## src/rtl/multicycle_adder.sv

```systemverilog
// ---------------------------------------------------------------------------
// multicycle_adder
//
// Adds (or subtracts) two WIDTH-bit operands CHUNK bits per clock, LSB chunk
// first, carrying between chunks in a single stored carry bit. A result
// takes N = WIDTH/CHUNK cycles after the accept edge and is then held
// until the consumer takes it.
//
// Parameters
//   WIDTH     operand / result width in bits
//   CHUNK     bits added per cycle (WIDTH % CHUNK == 0, CHUNK >= 1)
//
// Ports
//   clk       rising-edge clock
//   rst_n     asynchronous active-low reset
//   in_valid  operands and mode present
//   in_ready  block can accept an operation (IDLE only)
//   a, b      operands
//   cin       carry-in, add mode only
//   sub       0: a + b + cin, 1: a - b (cin ignored)
//   out_valid result present (DONE only)
//   out_ready consumer takes the result
//   sum       result modulo 2^WIDTH
//   cout      carry out of the MSB (subtract: 1 = no borrow)
//   overflow  two's-complement signed overflow
// ---------------------------------------------------------------------------
module multicycle_adder #(
    parameter int WIDTH = 32,
    parameter int CHUNK = 8
) (
    input  logic             clk,
    input  logic             rst_n,
    input  logic             in_valid,
    output logic             in_ready,
    input  logic [WIDTH-1:0] a,
    input  logic [WIDTH-1:0] b,
    input  logic             cin,
    input  logic             sub,
    output logic             out_valid,
    input  logic             out_ready,
    output logic [WIDTH-1:0] sum,
    output logic             cout,
    output logic             overflow
);

    localparam int N     = WIDTH / CHUNK;
    localparam int IDX_W = (N > 1) ? $clog2(N) : 1;
    localparam int OFF_W = (WIDTH > 1) ? $clog2(WIDTH) : 1;
    localparam logic [IDX_W-1:0] LAST_IDX = IDX_W'(N - 1);

    typedef enum logic [1:0] {
        IDLE = 2'd0,
        CALC = 2'd1,
        DONE = 2'd2
    } state_t;

    state_t             state;
    logic [WIDTH-1:0]   a_q;
    logic [WIDTH-1:0]   b_q;       // already inverted for subtract
    logic [WIDTH-1:0]   sum_q;
    logic               carry_q;
    logic [IDX_W-1:0]   idx_q;
    logic               in_ready_q;
    logic               out_valid_q;
    logic               cout_q;
    logic               ovf_q;

    // Chunk datapath: slice of the current chunk and its CHUNK+1 bit sum.
    logic [OFF_W-1:0]   off;
    logic [CHUNK-1:0]   ca;
    logic [CHUNK-1:0]   cb;
    logic [CHUNK:0]     cs;
    logic               msb_cin;

    // Signed overflow is the disagreement between the carry into and the
    // carry out of the sign bit.
    function automatic logic signed_overflow(input logic c_into_msb,
                                             input logic c_out_msb);
        return c_into_msb ^ c_out_msb;
    endfunction

    always_comb begin
        off     = OFF_W'(int'(idx_q) * CHUNK);
        ca      = a_q[off +: CHUNK];
        cb      = b_q[off +: CHUNK];
        cs      = {1'b0, ca} + {1'b0, cb} + {{CHUNK{1'b0}}, carry_q};
        // Carry into the top bit of this chunk, recovered from its sum bit.
        msb_cin = ca[CHUNK-1] ^ cb[CHUNK-1] ^ cs[CHUNK-1];
    end

    always_ff @(posedge clk or negedge rst_n) begin
        if (!rst_n) begin
            state       <= IDLE;
            in_ready_q  <= 1'b1;
            out_valid_q <= 1'b0;
            a_q         <= '0;
            b_q         <= '0;
            sum_q       <= '0;
            carry_q     <= 1'b0;
            idx_q       <= '0;
            cout_q      <= 1'b0;
            ovf_q       <= 1'b0;
        end else begin
            case (state)
                IDLE: begin
                    if (in_valid) begin
                        // Subtract is a + ~b + 1; cin has no effect then.
                        a_q        <= a;
                        b_q        <= sub ? ~b : b;
                        carry_q    <= sub ? 1'b1 : cin;
                        idx_q      <= '0;
                        in_ready_q <= 1'b0;
                        state      <= CALC;
                    end
                end
                CALC: begin
                    sum_q[off +: CHUNK] <= cs[CHUNK-1:0];
                    carry_q             <= cs[CHUNK];
                    if (idx_q == LAST_IDX) begin
                        cout_q      <= cs[CHUNK];
                        ovf_q       <= signed_overflow(msb_cin, cs[CHUNK]);
                        idx_q       <= '0;
                        out_valid_q <= 1'b1;
                        state       <= DONE;
                    end else begin
                        idx_q <= idx_q + IDX_W'(1);
                    end
                end
                DONE: begin
                    // Handshake edge only returns to IDLE; the next
                    // operation is taken on a later edge.
                    if (out_ready) begin
                        out_valid_q <= 1'b0;
                        in_ready_q  <= 1'b1;
                        state       <= IDLE;
                    end
                end
                default: begin
                    out_valid_q <= 1'b0;
                    in_ready_q  <= 1'b1;
                    state       <= IDLE;
                end
            endcase
        end
    end

    assign in_ready  = in_ready_q;
    assign out_valid = out_valid_q;
    assign sum       = sum_q;
    assign cout      = cout_q;
    assign overflow  = ovf_q;

endmodule

```

## config.mk

```make
export PLATFORM = sky130hd
export DESIGN_NAME = multicycle_adder
export DESIGN_NICKNAME = d
export VERILOG_FILES = /design/src/rtl/multicycle_adder.sv
export SDC_FILE = /design/constraint.sdc
export NUM_CORES = 1
export LEC_CHECK = 0
export CORE_MARGIN = 2
export CORE_UTILIZATION = 51
export DETAILED_ROUTE_END_ITERATION = 16
export PLACE_DENSITY = 0.86
export SETUP_SLACK_MARGIN = 0.05
export SKIP_CTS_REPAIR_TIMING = 1
export SLEW_MARGIN = 20
export SYNTH_ARGS = -nofsm -noshare
export SYNTH_HDL_FRONTEND = slang
export SYNTH_SLANG_ARGS = --single-unit
```

## constraint.sdc

```tcl
create_clock -name clk -period 4.1 [get_ports clk]
set_input_delay 0.615 -clock clk [delete_from_list [all_inputs] [get_ports clk]]
set_output_delay 0.615 -clock clk [all_outputs]
set_load 0.1 [all_outputs]
```

=== After elaboration in Yosys (flattened, before gate mapping) ===
Cells that the tools add are included.

* Reductions and logical operators: 8
* Bitwise logic cells: 6
* Add/sub/neg operators: 4
* Shifts and indexed selects: 4
* Multiplexer cells: 18
* Equal/unequal tests: 6

{| class="wikitable"
|+ Operators by type and width
! operator !! count
|-
| 32-bit by 6-bit variable part select with 8-bit output || 2
|-
| 32-bit bitwise mux || 1
|-
| 32-bit two-way mux || 1
|-
| 32-bit NOT || 1
|-
| 8-bit by 7-bit variable shift with 32-bit output, first input constant || 1
|-
| 8-bit by 7-bit variable part select with 32-bit output || 1
|-
| 2-bit two-way mux || 5
|-
| 8-bit by 8-bit adder with 9-bit output || 1
|-
| 9-bit by 1-bit adder with 9-bit output || 1
|-
| 3-bit AND reduction || 3
|-
| 5-bit negation with 7-bit output || 1
|-
| 1-bit two-way mux || 6
|-
| 2-bit != test, second input constant || 3
|-
| 1-bit one-hot mux with 3 select lines || 2
|-
| 2-bit one-hot mux with 3 select lines || 1
|-
| 2-bit AND reduction || 3
|-
| 2-bit equality test, second input constant || 2
|-
| 2-bit one-hot mux with 2 select lines || 1
|-
| 1-bit XOR || 3
|-
| 2-bit by 1-bit adder with 2-bit output, second input constant || 1
|-
| 2-bit by 1-bit equality test with 1-bit output, second input constant || 1
|-
| 2-bit logical NOT || 1
|-
| 1-bit NOT || 2
|-
| 1-bit one-hot mux with 2 select lines || 1
|-
| 2-bit nonzero test || 1
|}

* Flip-flop bits (word level): 105
* Output and inout bits: 36
* Logic and storage cells: 56
* Input bits: 70

=== Logic depth before layout (Yosys ltp) ===
Gate-level depths: netlist of the first run.

* Word-level depth: 5
* Gate-level depth with buffers: 9
* Mapped depth without buffers: 8

=== Worst setup path before layout of the first run ===
OpenSTA, ideal clock, no wires.

* Kind: reg2reg
* Start point: reg idx_q[0]
* End point: reg ovf_q, in the netlist overflow
* Arrival: 2.921 ns
* Path buffers: 1
* Path slack: 1.051 ns
* Library setup time: 0.129 ns
* Cell stages (with the launch flop): 10
* Cells stage by stage: dfrtp_1 buf_4 mux4_2 fa_1 fa_1 a211oi_1 o211ai_1 a21oi_1 xnor2_1 o21ai_0

* Cells in the longest elaborated chain, start to end: 5
* Elaborated cells between the ends (all ways): 9

{| class="wikitable"
|+ RTL lines
! element !! RTL line !! RTL
|-
| from (decl) || 62 || <nowiki>logic [IDX_W-1:0] idx_q;</nowiki>
|-
| from (signal assigned) || 126 || <nowiki>idx_q <= idx_q + IDX_W'(1);</nowiki>
|-
| 32-bit by 6-bit variable part select with 8-bit output (on tied branches) || 84, 85 ||
|-
| 8-bit by 8-bit adder with 9-bit output || 86 || <nowiki>cs = {1'b0, ca} + {1'b0, cb} + {{CHUNK{1'b0}}, carry_q};</nowiki>
|-
| 9-bit by 1-bit adder with 9-bit output || 86 ||
|-
| 1-bit XOR || 88 || <nowiki>msb_cin = ca[CHUNK-1] ^ cb[CHUNK-1] ^ cs[CHUNK-1];</nowiki>
|-
| 1-bit XOR || 79 || <nowiki>return c_into_msb ^ c_out_msb;</nowiki>
|-
| to (signal assigned) || 121 || <nowiki>ovf_q <= signed_overflow(msb_cin, cs[CHUNK]);</nowiki>
|-
| to (decl) || 66 || <nowiki>logic ovf_q;</nowiki>
|}

Several ways; a longest one is shown, not always the timed one.
A chain may end at the register's enable or synchronous reset.

=== Final worst setup path of the first run ===
Ends and elaborated chain as after synthesis.

==> results of run 1 <==
cells in the mapped netlist, drive strengths merged (2+ instances only):
library cell | count | area share [%]
a21o | 2 | 0.33
nor4 | 3 | 1.3
nand2b | 2 | 0.25
o21ai | 40 | 4.0
inv | 4 | 0.30
o211ai | 4 | 0.60
fa | 2 | 0.81
nor2 | 4 | 0.30
a211oi | 2 | 0.40
xor2 | 3 | 0.53
nand2 | 139 | 11
a21oi | 7 | 0.70
ha | 13 | 3.3
nor3 | 2 | 0.20
buf | 15 | 1.6
nand3 | 3 | 0.30
clkbuf | 8 | 0.60
a22o | 32 | 5.6
xnor2 | 36 | 6.3
dfrtp | 104 | 52
mux4 | 16 | 7.2
per-stage QoR:
stage	instances	hold WS (ns)
after floorplan	448	0.319
after global placement	669	0.455
after detailed placement	669	0.461
after CTS	685	0.466
after global routing	685	0.353
final	685	0.281
state kept, by name, indices dropped and copies added, names as in the netlist:
register / count
b_q: 32
out_valid: 1
in_ready: 1
idx_q: 2
a_q: 32
cout: 1
state: 2
carry_q: 1
overflow: 1
sum: 32
cell families (layout without fill, tap and decap cells):
| kind of cell | count (synthesis) | in the layout | synth area share (%) |
|---|---|---|---|
| simple gates | 156 | 156 | 13.9 |
| flops | 105 | 105 | 52.9 |
| compound gates | 90 | 90 | 12.6 |
| xor+xnor | 39 | 39 | 6.87 |
| buf+inv | 27 | 131 | 2.54 |
| mux | 16 | 16 | 7.25 |
| fa+ha+maj | 15 | 15 | 4.08 |
worst paths after layout:
check / to / startpoint
min: idx_q[1] / rst_n
min reg2reg: b_q[25] / b_q[25]
max reg2reg: overflow / idx_q[0]
min in group clk: b_q[25] / b_q[25]
max: overflow / idx_q[0]
max in group asynchronous: b_q[28] / rst_n
layout make-up:
type,count,area (µm²)
clock buffers,11,141
clock inverters,5,63.8
fillers,718,3310
inverters,4,15.0
multi-input cells,316,2220
flip-flops and latches,105,2630
well taps,133,166
repair buffers,111,1090
power breakdown:
part           internal (µW)  switching (µW)
clock                    304             358
sequential              1460             257
combinational           1180            2180
total                   2940            2790
per-layer routing:
metal,vias up,part of all wire (%),GRT usage (%)
met5,-,0,0
met3,36,4.4,3.73
li1,1734,-,-
met2,123,46,34.3
met1,1779,45,29.3
met4,0,4.1,11.5
placed cells by master (no fill, tap or decap), types with 2 or more instances in the layout:
master / netlist / layout
nand3_1: 3 / 3
nor3_1: 2 / 2
o211ai_1: 4 / 4
inv_1: 4 / 4
nand2_1: 135 / 135
fa_1: 2 / 2
nand2_2: 3 / 3
nor4_4: 3 / 3
o21ai_1: 2 / 2
a22o_1: 32 / 32
clkdlybuf4s50_1: 0 / 103
o21ai_0: 38 / 38
a21oi_1: 7 / 7
mux4_2: 16 / 16
clkinv_4: 0 / 2
xnor2_1: 36 / 36
xor2_1: 3 / 3
nand2b_1: 2 / 2
clkbuf_8: 0 / 10
buf_4: 3 / 6
nor2_1: 4 / 3
dfrtp_1: 104 / 104
ha_1: 13 / 13
==> flow_metrics.py, run 1 <==
metrics = {
    "status": {
        "status": "finished, final reports clean",
    },
    "worst_setup_path": {
        "cp.depth": 9,
        "crit_top_cell": "fa_1",
        "crit_chain": "buf_4 -> mux4_2 -> fa_1 -> fa_1 -> a211oi_1 -> o211ai_1 -> a21oi_1 -> xnor2_1 -> o21ai_0",
        "r2r_slack_ns": 0.98,
        "startpoint_type": "flip-flop",
        "crit_required_ns": 4.35,
        "worstSetupPathType": "reg -> reg",
        "cp_max_fo": 13,
        "cp.buffers_inverters": 1,
        "crit_slowest_cell": "mux4_2",
        "crit_path_max_incr_delay_ns": 0.56,
        "end_kind": "flip-flop",
        "crit_arrival_ns": 3.38,
        "critPathTopFamily": "adder cells",
        "reg2regPathDepth": 9,
    },
    "yosys": {
        "syn_area_per_cell_um2": 11.1,
        "synth-edff-count": 0,
        "synth_seq_area_share_pct": 52.9,
        "synth_area_mm2": 0.00497,
        "ys_async_sr_fraction_pct": 100,
        "ys_ff_latch": 105,
        "ys_types": 35,
        "ys.flop_type": "dfrtp_1",
        "synth_cells": 448,
        "synth_fp_nets": 533,
        "yosys_warnings": 0,
    },
    "place": {
        "placed_area_mm2": 0.00612,
        "gp_congestion": 0.871,
        "port_buffers": 105,
        "pre_cts_ws_ns": 1.02,
        "hpwl_um": 7960,
    },
    "sta": {
        "skew_ns": 0.0164,
        "layout_setup_ws_ns": 0.977,
        "period_share_pct": 76.2,
        "finalSetupTns_ns": 0,
        "relSlewSlack_pct": 34.5,
        "finalHoldViolCount": 0,
        "finalMaxSlewViolations": 0,
        "worst_pin_slew_ns": 0.979,
        "period_needed_ns": 3.12,
        "setup_violations": 0,
        "max_freq_ghz": 0.320,
        "rsz0062_at_grt": "false",
    },
    "power": {
        "p_total_uw": 5730,
        "p_per_area_mw_per_mm2": 905,
        "ir_worst_vdd_uv": 421,
        "p_leak_uw": 0.00282,
    },
    "drt": {
        "route.detailed.drc": 0,
        "wl_per_cell_um": 15.8,
        "ant_nets": 0,
        "first_pass_iters": 4,
        "vias": 3672,
        "drtIter0Drc": 225,
        "wirelength_um": 10800,
        "viasPerCell": 5.36,
    },
    "finish": {
        "fin_nets": 632,
        "fin_util_pct": 65.7,
        "drive_gt1_share_pct": 9.60,
        "syn_to_final_growth_pct": 27.3,
        "diodes": 0,
        "fin_area_mm2": 0.00633,
    },
    "die": {
        "core_mm2": 0.00964,
        "fp.dieH_um": 103,
        "start_util_pct": 51.6,
        "io_pins": 106,
        "dieWidth_um": 103,
        "dieArea_mm2": 0.0106,
        "rows": 36,
    },
    "global_route": {
        "grt_pass1_wl_um": 17600,
        "grt_max_degree": 87,
        "groute.usage.overall_pct": 21.8,
        "grt_pass1_vias": 3692,
        "overflow": 0,
        "antenna_found_initial": 0,
    },
    "clocking": {
        "clock-sinks": 105,
        "clk_pin_slew_ns": 0.11,
        "clock_latency_ns": 0.37,
        "numCtsBuffers": 9,
        "ctsLongestPathBuffers": 2,
        "cts_tree": "yes",
        "cts_root_buf": "clkbuf_8",
        "h-tree-depth": 3,
    },
    "run": {
        "max_cap_viol_count": 0,
    },
    "min_path": {
        "hp-class": "in -> async",
    },
}
Power figures use the tool's default switching activity.
==> run 2, diff against run 1 <==
==> constraint.sdc (replaced) <==
create_clock -name clk -period 3.21 [get_ports clk]
set_input_delay 0.4815 -clock clk [delete_from_list [all_inputs] [get_ports clk]]
set_output_delay 0.4815 -clock clk [all_outputs]
set_load 0.1 [all_outputs]
==> run 2 against run 1 <==
Net effect:
- routed wire length is 1.3% higher
- sequential cell count unchanged
- via count grew 0.11%
- cell count did not move
- sequential share of layout area up 0.12 points
- combinational power up 31%
- clock power increased by 26%
- sequential power grew 27%
- clock-buffer cell count shrank 2
- register-to-register slack got worse by 0.72 ns
- hold slack worse by 0.13 ns
- critical path depth decreased by 2
==> flow_metrics.py, run 2 (synthesis gave the netlist of run 1 again) <==
metrics = {
    "sta": {
        "finalHoldViolCount": 0,
        "max_freq_ghz": 0.339,
        "layout_setup_ws_ns": 0.262,
        "setup_violations": 0,
        "period_share_pct": 91.8,
        "relSlewSlack_pct": 34.2,
        "finalSetupTns_ns": 0,
        "finalMaxSlewViolations": 0,
        "worst_pin_slew_ns": 0.984,
        "period_needed_ns": 2.95,
        "skew_ns": 0.0133,
        "rsz0062_at_grt": "false",
    },
    "finish": {
        "syn_to_final_growth_pct": 27.0,
        "final_common_cell": "nand2_1",
        "final_cells": 685,
        "mostFrequentLayoutCells": "nand2_1, dfrtp_1, clkdlybuf4s50_1",
        "regArea_mm2": 0.00263,
        "multiInputGateArea_mm2": 0.00222,
        "fillers": 754,
        "fin_nets": 632,
        "drive_gt1_share_pct": 13.0,
        "diodes": 0,
    },
    "min_path": {
        "hp-class": "in -> async",
    },
    "clocking": {
        "clock_latency_ns": 0.37,
        "cts_root_buf": "clkbuf_8",
        "clk_pin_slew_ns": 0.10,
        "clock-sinks": 105,
        "cts_tree": "yes",
        "numCtsBuffers": 9,
        "h-tree-depth": 3,
        "ctsLongestPathBuffers": 2,
    },
    "drt": {
        "wirelength_um": 10900,
        "first_pass_iters": 4,
        "route.detailed.drc": 0,
        "drtIter0Drc": 193,
        "viasPerCell": 5.37,
        "wl_per_cell_um": 16.0,
        "ant_nets": 0,
        "vias": 3676,
    },
    "global_route": {
        "overflow": 0,
        "grt_max_degree": 101,
        "grt_pass1_wl_um": 18100,
        "groute.usage.overall_pct": 22.6,
        "antenna_found_initial": 0,
        "grt_pass1_vias": 3700,
    },
    "power": {
        "p_leak_uw": 0.00285,
        "p_total_uw": 7390,
        "ir_worst_vdd_uv": 623,
        "p_per_area_mw_per_mm2": 1170,
    },
    "place": {
        "pre_cts_ws_ns": 0.235,
        "hpwl_um": 8150,
        "port_buffers": 105,
        "place_inst": 669,
        "gp_congestion": 0.866,
    },
    "worst_setup_path": {
        "crit_slowest_cell": "mux4_2",
        "crit_required_ns": 3.51,
        "r2r_slack_ns": 0.26,
        "startpoint_type": "flip-flop",
        "crit_chain": "mux4_2 -> fa_1 -> fa_1 -> a211oi_1 -> o21ai_0 -> xor2_1 -> a22o_1",
        "worstSetupPathType": "reg -> reg",
        "reg2regPathDepth": 7,
        "cp_max_fo": 4,
        "startpoint": "idx_q[0]",
        "crit_top_cell": "fa_1",
        "crit-reg2reg-launch": "idx_q[0]",
        "crit_path_max_incr_delay_ns": 0.53,
        "r2r_end": "sum[30]",
        "end_kind": "flip-flop",
        "crit_arrival_ns": 3.25,
    },
    "die": {
        "io_pins": 106,
        "start_util_pct": 51.6,
        "dieArea_mm2": 0.0106,
        "core_mm2": 0.00964,
        "fp.dieH_um": 103,
        "dieWidth_um": 103,
        "rows": 36,
    },
    "status": {
        "status": "finished, final reports clean",
    },
    "run": {
        "max_cap_viol_count": 0,
    },
}
==> run 2: how the worst max path moves through the flow <==
stage,endpoint,slack [ns],cells past startpoint
detailed placement,overflow,0.23,8
global route,sum[6],0.11,7
CTS,overflow,0.21,8
finish,sum[30],0.26,7
floorplan,overflow,0.16,9
global placement,overflow,0.29,8
==> run 2: layout make-up <==
| type | instances | area share [%] |
|---|---|---|
| Inverter | 4 | 0.238 |
| Multi-Input combinational cell | 316 | 35.2 |
| Sequential cell | 105 | 41.6 |
| Tap cell | 133 | 2.63 |
| Clock inverter | 7 | 1.25 |
| Timing Repair Buffer | 111 | 17.1 |
| Clock buffer | 9 | 1.96 |
==> run 2: through the flow <==
step                instance area, µm²  util, %  hold slack, ns
floorplan                         4970        -           0.186
global placement                  6100     63.3           0.458
detailed placement                6100     63.3           0.461
CTS                               6310     65.4           0.161
global route                      6320     65.5           0.187
finish                            6320     65.5           0.149
==> run 2: layer usage <==
| layer | track usage, % | vias up | wire (µm) |
|---|---|---|---|
| met5 | 0 | - | 0 |
| met4 | 8.91 | 0 | 263 |
| met3 | 4.34 | 20 | 552 |
| met2 | 37.8 | 131 | 5350 |
| met1 | 29.4 | 1780 | 4760 |
| li1 | - | 1745 | - |
==> run 2: where the power goes <==
| part | switching (µW) | internal (µW) |
|---|---|---|
| Combinational | 2880 | 1510 |
| Sequential | 313 | 1860 |
| Clock | 465 | 366 |
==> run 2: critical path: cells and delay by family, from the launching register on <==
| family | cells | cell delay (ns) |
|---|---|---|
| AOI/OAI and AO/OA | 3 | 0.64 |
| xor gates and xnor gates | 1 | 0.35 |
| adders and majority gates | 2 | 0.92 |
| DFF | 1 | 0.43 |
| muxes | 1 | 0.53 |
